==> config.mk <==
export PLATFORM = sky130hd
export DESIGN_NAME = pc_fetch_flat
export DESIGN_NICKNAME = d
export VERILOG_FILES = /design/src/rtl/npc_pkg.sv /design/src/rtl/pc_fetch_if.sv /design/src/rtl/pc_next_adder.sv /design/src/rtl/pc_fetch.sv /design/src/flat_wrapper.sv
export SDC_FILE = /design/constraint.sdc
export NUM_CORES = 1
export LEC_CHECK = 0
export ABC_AREA = 1
export BUFFER_PORTS_ARGS = -buffer_cell sky130_fd_sc_hd__buf_4
export CORE_MARGIN = 10
export CORE_UTILIZATION = 48
export CTS_CLUSTER_SIZE = 16
export DETAILED_ROUTE_END_ITERATION = 6
export GPL_TIMING_DRIVEN = 0
export PLACE_DENSITY = 0.77
export SYNTH_ARGS = -nofsm -noshare
export SYNTH_HDL_FRONTEND = slang
export SYNTH_SLANG_ARGS = --single-unit
==> constraint.sdc <==
create_clock -name clk -period 3.4 [get_ports clk]
set_input_delay 0.51 -clock clk [delete_from_list [all_inputs] [get_ports clk]]
set_output_delay 0.51 -clock clk [all_outputs]
set_load 0.01 [all_outputs]
==> src/rtl/npc_pkg.sv <==
`timescale 1ns/1ps
`default_nettype none
// ============================================================================
// Module   : npc_pkg
// Brief    : Shared types and constants for the NPC fetch path.
// Revision : 1.0
// ============================================================================
package npc_pkg;

    localparam int unsigned NPC_XLEN      = 32;
    localparam logic [31:0] NPC_RESET_VEC = 32'h8000_0000;
    localparam int unsigned PC_STEP       = 4;

    typedef enum logic [2:0] {
        ST_BOOT  = 3'd0,
        ST_REQ   = 3'd1,
        ST_WAIT  = 3'd2,
        ST_EXEC  = 3'd3,
        ST_FAULT = 3'd4
    } fetch_state_t;

endpackage
`default_nettype wire

==> src/rtl/pc_fetch_if.sv <==
`timescale 1ns/1ps
`default_nettype none
// ============================================================================
// Module   : pc_fetch_if
// Brief    : Fetch-unit bundle: next-PC operands, imem handshake, decode side.
// Revision : 1.0
// ============================================================================
interface pc_fetch_if
    import npc_pkg::*;
#(
    parameter int XLEN = NPC_XLEN
);
    logic            pc_a_src;
    logic            pc_b_src;
    logic [XLEN-1:0] imm;
    logic [XLEN-1:0] rs1;
    logic            retire;
    logic            imem_req_valid;
    logic            imem_req_ready;
    logic [XLEN-1:0] imem_addr;
    logic            imem_rsp_valid;
    logic [31:0]     imem_rsp_data;
    logic            inst_valid;
    logic [31:0]     inst;
    logic [XLEN-1:0] pc;
    logic            fault;

    modport master (
        input  pc_a_src, pc_b_src, imm, rs1, retire,
        input  imem_req_ready, imem_rsp_valid, imem_rsp_data,
        output imem_req_valid, imem_addr, inst_valid, inst, pc, fault
    );

    modport slave (
        output pc_a_src, pc_b_src, imm, rs1, retire,
        output imem_req_ready, imem_rsp_valid, imem_rsp_data,
        input  imem_req_valid, imem_addr, inst_valid, inst, pc, fault
    );
endinterface
`default_nettype wire

==> src/rtl/pc_next_adder.sv <==
`timescale 1ns/1ps
`default_nettype none
// ============================================================================
// Module   : pc_next_adder
// Brief    : Next-PC operand muxes, modulo-2^XLEN add and misalign detect.
// Revision : 1.0
// ============================================================================
module pc_next_adder
    import npc_pkg::*;
#(
    parameter int XLEN = NPC_XLEN
) (
    input  wire             pc_a_src_i,
    input  wire             pc_b_src_i,
    input  wire [XLEN-1:0]  pc_i,
    input  wire [XLEN-1:0]  imm_i,
    input  wire [XLEN-1:0]  rs1_i,
    output logic [XLEN-1:0] target_o,
    output logic            misalign_o
);
    logic [XLEN-1:0] w_op_a;
    logic [XLEN-1:0] w_op_b;
    logic [XLEN-1:0] w_sum;

    always_comb begin
        w_op_a = pc_a_src_i ? imm_i : XLEN'(PC_STEP);
        w_op_b = pc_b_src_i ? rs1_i : pc_i;
        w_sum  = w_op_a + w_op_b;
        // jalr drops bit 0 before the alignment check, so only bit 1 can trap it
        if (pc_b_src_i) begin
            w_sum[0] = 1'b0;
        end
        target_o   = w_sum;
        misalign_o = |w_sum[1:0];
    end
endmodule
`default_nettype wire

==> src/rtl/pc_fetch.sv <==
`timescale 1ns/1ps
`default_nettype none
// ============================================================================
// Module   : pc_fetch
// Brief    : Architectural PC register and one-request-per-instruction fetch FSM.
// Revision : 1.0
// ============================================================================
module pc_fetch
    import npc_pkg::*;
#(
    parameter int              XLEN      = NPC_XLEN,
    parameter logic [XLEN-1:0] RESET_VEC = XLEN'(NPC_RESET_VEC)
) (
    input  wire         clk,
    input  wire         rst_n,
    pc_fetch_if.master  fetch
);
    fetch_state_t    state_q, state_d;
    logic [XLEN-1:0] pc_q, pc_d;
    logic [31:0]     inst_q, inst_d;
    logic [XLEN-1:0] w_target;
    logic            w_misalign;

    pc_next_adder #(.XLEN(XLEN)) u_adder (
        .pc_a_src_i (fetch.pc_a_src),
        .pc_b_src_i (fetch.pc_b_src),
        .pc_i       (pc_q),
        .imm_i      (fetch.imm),
        .rs1_i      (fetch.rs1),
        .target_o   (w_target),
        .misalign_o (w_misalign)
    );

    always_ff @(posedge clk or negedge rst_n) begin
        if (!rst_n) begin
            state_q <= ST_BOOT;
            pc_q    <= RESET_VEC;
            inst_q  <= 32'h0;
        end else begin
            state_q <= state_d;
            pc_q    <= pc_d;
            inst_q  <= inst_d;
        end
    end

    always_comb begin
        state_d = state_q;
        pc_d    = pc_q;
        inst_d  = inst_q;
        case (state_q)
            ST_BOOT: state_d = ST_REQ;
            ST_REQ: begin
                if (fetch.imem_req_ready) begin
                    state_d = ST_WAIT;
                end
            end
            ST_WAIT: begin
                if (fetch.imem_rsp_valid) begin
                    inst_d  = fetch.imem_rsp_data;
                    state_d = ST_EXEC;
                end
            end
            ST_EXEC: begin
                // a misaligned target leaves pc on the faulting instruction
                if (fetch.retire) begin
                    if (w_misalign) begin
                        state_d = ST_FAULT;
                    end else begin
                        pc_d    = w_target;
                        state_d = ST_REQ;
                    end
                end
            end
            ST_FAULT: state_d = ST_FAULT;
            default:  state_d = ST_BOOT;
        endcase
    end

    assign fetch.imem_req_valid = (state_q == ST_REQ);
    assign fetch.imem_addr      = pc_q;
    assign fetch.inst_valid     = (state_q == ST_EXEC);
    assign fetch.inst           = inst_q;
    assign fetch.pc             = pc_q;
    assign fetch.fault          = (state_q == ST_FAULT);
endmodule
`default_nettype wire
==> src/flat_wrapper.sv <==
// flat-port wrapper written by rule: the top's interface ports become plain ports
module pc_fetch_flat import npc_pkg::*;
#(
    parameter int              XLEN      = NPC_XLEN,
    parameter logic [XLEN-1:0] RESET_VEC = XLEN'(NPC_RESET_VEC)
)
  (clk, rst_n, fetch_pc_a_src, fetch_pc_b_src, fetch_imm, fetch_rs1, fetch_retire, fetch_imem_req_ready, fetch_imem_rsp_valid, fetch_imem_rsp_data, fetch_imem_req_valid, fetch_imem_addr, fetch_inst_valid, fetch_inst, fetch_pc, fetch_fault);
  pc_fetch_if #(.XLEN(XLEN)) fetch_i ();
  input  wire clk;
  input  wire rst_n;
  input wire logic [$bits(fetch_i.pc_a_src)-1:0] fetch_pc_a_src;
  input wire logic [$bits(fetch_i.pc_b_src)-1:0] fetch_pc_b_src;
  input wire logic [$bits(fetch_i.imm)-1:0] fetch_imm;
  input wire logic [$bits(fetch_i.rs1)-1:0] fetch_rs1;
  input wire logic [$bits(fetch_i.retire)-1:0] fetch_retire;
  input wire logic [$bits(fetch_i.imem_req_ready)-1:0] fetch_imem_req_ready;
  input wire logic [$bits(fetch_i.imem_rsp_valid)-1:0] fetch_imem_rsp_valid;
  input wire logic [$bits(fetch_i.imem_rsp_data)-1:0] fetch_imem_rsp_data;
  output wire logic [$bits(fetch_i.imem_req_valid)-1:0] fetch_imem_req_valid;
  output wire logic [$bits(fetch_i.imem_addr)-1:0] fetch_imem_addr;
  output wire logic [$bits(fetch_i.inst_valid)-1:0] fetch_inst_valid;
  output wire logic [$bits(fetch_i.inst)-1:0] fetch_inst;
  output wire logic [$bits(fetch_i.pc)-1:0] fetch_pc;
  output wire logic [$bits(fetch_i.fault)-1:0] fetch_fault;
  assign fetch_i.pc_a_src = fetch_pc_a_src;
  assign fetch_i.pc_b_src = fetch_pc_b_src;
  assign fetch_i.imm = fetch_imm;
  assign fetch_i.rs1 = fetch_rs1;
  assign fetch_i.retire = fetch_retire;
  assign fetch_i.imem_req_ready = fetch_imem_req_ready;
  assign fetch_i.imem_rsp_valid = fetch_imem_rsp_valid;
  assign fetch_i.imem_rsp_data = fetch_imem_rsp_data;
  assign fetch_imem_req_valid = fetch_i.imem_req_valid;
  assign fetch_imem_addr = fetch_i.imem_addr;
  assign fetch_inst_valid = fetch_i.inst_valid;
  assign fetch_inst = fetch_i.inst;
  assign fetch_pc = fetch_i.pc;
  assign fetch_fault = fetch_i.fault;
  pc_fetch #(.XLEN(XLEN), .RESET_VEC(RESET_VEC)) u_core (.clk(clk), .rst_n(rst_n), .fetch(fetch_i));
endmodule
==> impl_metrics.json <==
{
  "slowest_stage": "clkbuf_1",
  "reg2regPathDepth": 11,
  "wl_per_cell_um": 15.3,
  "place_ws_ps": 219,
  "gr-usage-met1": 0.269,
  "crit_type": "primary input to flop",
  "fin_area_um2": 7730,
  "overflow": 0,
  "dp_hpwl_um": 15500,
  "grt_usage": 0.223,
  "via_per_inst": 4.87,
  "cts.sinks": 67,
  "fin_ws_ps": 564,
  "place_area_um2": 7420,
  "syn_inst": 897,
  "ys_warn_count": 0,
  "yosys_register_bits": 67,
  "synth_top_area_share": 0.288,
  "ff2ff_setup_slack_ps": 910,
  "fin_tns_setup_ps": 0,
  "use_met3": 0.0628,
  "area_delta_synth_final_pct": 34.9,
  "ios": 202,
  "r2r_end": "u_core.fetch.imem_addr[10]",
  "top_usage_layer": "met2",
  "cts_hold_buf": 0,
  "drive_gt1_frac": 0.266,
  "final_common_cell": "nand2_1",
  "max_slew_margin": 0.425,
  "gp_congestion": 0.960,
  "root_buffer": "clkbuf_16",
  "nets": 1244,
  "grt_start_max_net_pins": 68,
  "clock_skew_ps": 5.80,
  "dr_total_vias": 6124,
  "mostFrequentLayoutCells": "nand2_1, buf_4, inv_1, dfrtp_1, nand3_1",
  "fin_crit_ps": 2840,
  "drtAntennaViolNets": 0,
  "antenna_found_initial": 0,
  "cts_buffers": 9,
  "cts.clk_slew.worst_paths_ps": 60,
  "p_int_mw": 3.32,
  "finalCritPeriodShare": 0.834,
  "die-area_um2": 16700,
  "cts_resized": 0,
  "slew_viol_final": 0,
  "ys_seq_area_frac": 0.293,
  "switching_share": 0.402,
  "drc": 0,
  "leakage_nw": 4.73,
  "cts_tree": "built",
  "antenna_cells": 0,
  "r2r-start": "u_core.fetch.imem_addr[0]",
  "postSynthAreaPerCell_um2": 6.39,
  "initial_utilization": 0.495,
  "cp_slowest_stage_delay_ps": 440,
  "cp_max_fo": 10,
  "grt_pass1_wl_um": 30200,
  "crit_buf_inv": 5,
  "worst_ep_required_time_ps": 3630,
  "p_switching_mw": 2.23,
  "use_met2": 0.387,
  "critical_path.top_delay_family": "simple AND/OR/NAND/NOR gates",
  "core_area_um2": 11600,
  "seq_power_share": 0.267,
  "cp_cell_sequence": "buf_4, clkbuf_1, clkbuf_1, nand2_1, nand2_1, ha_1, nand2_1, inv_1, nand2_1, nand2_1, inv_1, nand3_1, nand2_1, nand4_1, nand3_1, nand2_1",
  "hold_violations": 0,
  "grt_pass1_vias": 6038,
  "first_iter_violations": 417,
  "setup_viol": 0,
  "die_h_um": 129,
  "cap_violations": 0,
  "rows": 39,
  "outcome": "completed",
  "die_x_um": 129,
  "synth_top_area_cell": "dfrtp_1",
  "hp-class": "primary input to async pin",
  "cts_max_level": 3,
  "syn_nets": 1032,
  "timing.fmax_ghz": 0.353,
  "io_buffers": 201,
  "wirelength_um": 19300,
  "syn-cell-area_um2": 5730,
  "combPwrFrac": 0.553,
  "rsz0062_at_grt": "no",
  "p_clk_frac": 0.180,
  "worstPathArrival_ps": 3070,
  "clockBufferDepth": 2,
  "cp-start-kind": "primary input",
  "synth_area_leaders": "dfrtp_1, nand2_1, inv_1, ha_1, mux2_2",
  "crit_path_frequent_cell": "nand2_1",
  "postCtsSetupBuffers": 0,
  "ir_drop_mv": 0.304,
  "first_pass_iters": 5,
  "synth_cell_types": 30,
  "clk_latency_ps": 340,
  "cellPowerDensity_nw_per_um2": 719,
  "endpoint_kind": "flop",
  "worst_slew_pin_slew_ps": 863
}
Yosys cell counts:
cell type  count
a21o_1         1
a21oi_1       25
a21oi_2        2
and2_1         1
buf_1          1
buf_2          6
buf_4         33
buf_6          1
clkbuf_1       9
dfrtp_1       66
dfstp_2        1
fa_1           1
ha_1          31
inv_1        157
inv_2          2
mux2_2        32
nand2_1      380
nand3_1       47
nand3b_1       2
nand4_1        3
nor2_1        42
nor2_4         2
nor3_1         6
nor4_1         1
o211ai_1       1
o21ai_0       19
o21ai_1        7
o21bai_1       3
xnor2_1       13
xor2_1         2
worst reg2reg max path, delay by kind of cell, from the launching register on:
family	cells	cell delay, ps
AND/OR/NAND/NOR	3	420
flip-flops	1	370
AO/OA/AOI/OAI	3	470
adder cells (fa/ha/maj)	2	730
buffers and inverters	3	390
how the worst max path moves through the flow:
stage / depth (start not counted) / start / slack [ps] / end
final: 16 / fetch_pc_b_src / 560 / u_core.fetch.imem_addr[25]
after CTS: 14 / fetch_pc_b_src / 560 / u_core.fetch.imem_addr[28]
after global routing: 16 / fetch_pc_b_src / 320 / u_core.fetch.imem_addr[29]
after floorplan: 12 / fetch_pc_b_src / 990 / u_core.fetch.imem_addr[26]
after detailed placement: 14 / fetch_pc_b_src / 220 / u_core.fetch.imem_addr[28]
after global placement: 14 / fetch_pc_b_src / 250 / u_core.fetch.imem_addr[28]
logic make-up after synthesis:
family	synth area share
flops	0.293
buf+inv	0.161
fa+ha+maj	0.0712
xor+xnor	0.0229
compound gates	0.0542
simple gates	0.335
mux	0.0629
through the flow:
step | util | std cells | power, mW | hold slack [ps]
detailed placement | 0.641 | 1241 | 4.57 | 494
CTS | 0.668 | 1257 | 5.58 | 321
global route | 0.668 | 1257 | 5.95 | 350
global placement | 0.641 | 1241 | 4.50 | 488
finish | 0.668 | 1257 | 5.55 | 276
floorplan | - | 897 | 3.19 | 214
layer usage:
metal  wire length [um]  vias to the layer above  part of all wire
met3               1590                       20             0.083
met5                  0                        -                 0
met1               8350                     2773              0.43
met4                212                        0             0.011
met2               9120                      209              0.47
li1                   -                     3122                 -
area by class of cell:
| cell class | count | area (um2) |
|---|---|---|
| Tap cell | 143 | 179 |
| Timing Repair Buffer | 201 | 1510 |
| Sequential cell | 67 | 1680 |
| Buffer | 50 | 327 |
| Multi-Input combinational cell | 621 | 3130 |
| Clock inverter | 7 | 83.8 |
| Clock buffer | 9 | 225 |
| Fill cell | 1127 | 3840 |
| Inverter | 159 | 597 |
power by group through the flow:
stage | sequential (mW) | clock (mW) | combinational (mW)
global placement | 1.47 | 0 | 3.03
CTS | 1.48 | 0.998 | 3.10
floorplan | 1.62 | 0 | 1.57
finish | 1.48 | 0.997 | 3.07
global route | 1.54 | 1.03 | 3.38
detailed placement | 1.49 | 0 | 3.07
state kept, by name (all words and copies together) (netlist names):
signal	cells
u_core.fetch.imem_addr	32
u_core.fetch.inst	32
u_core.state_q	3
No activity file was read; power rests on OpenSTA's default activity.
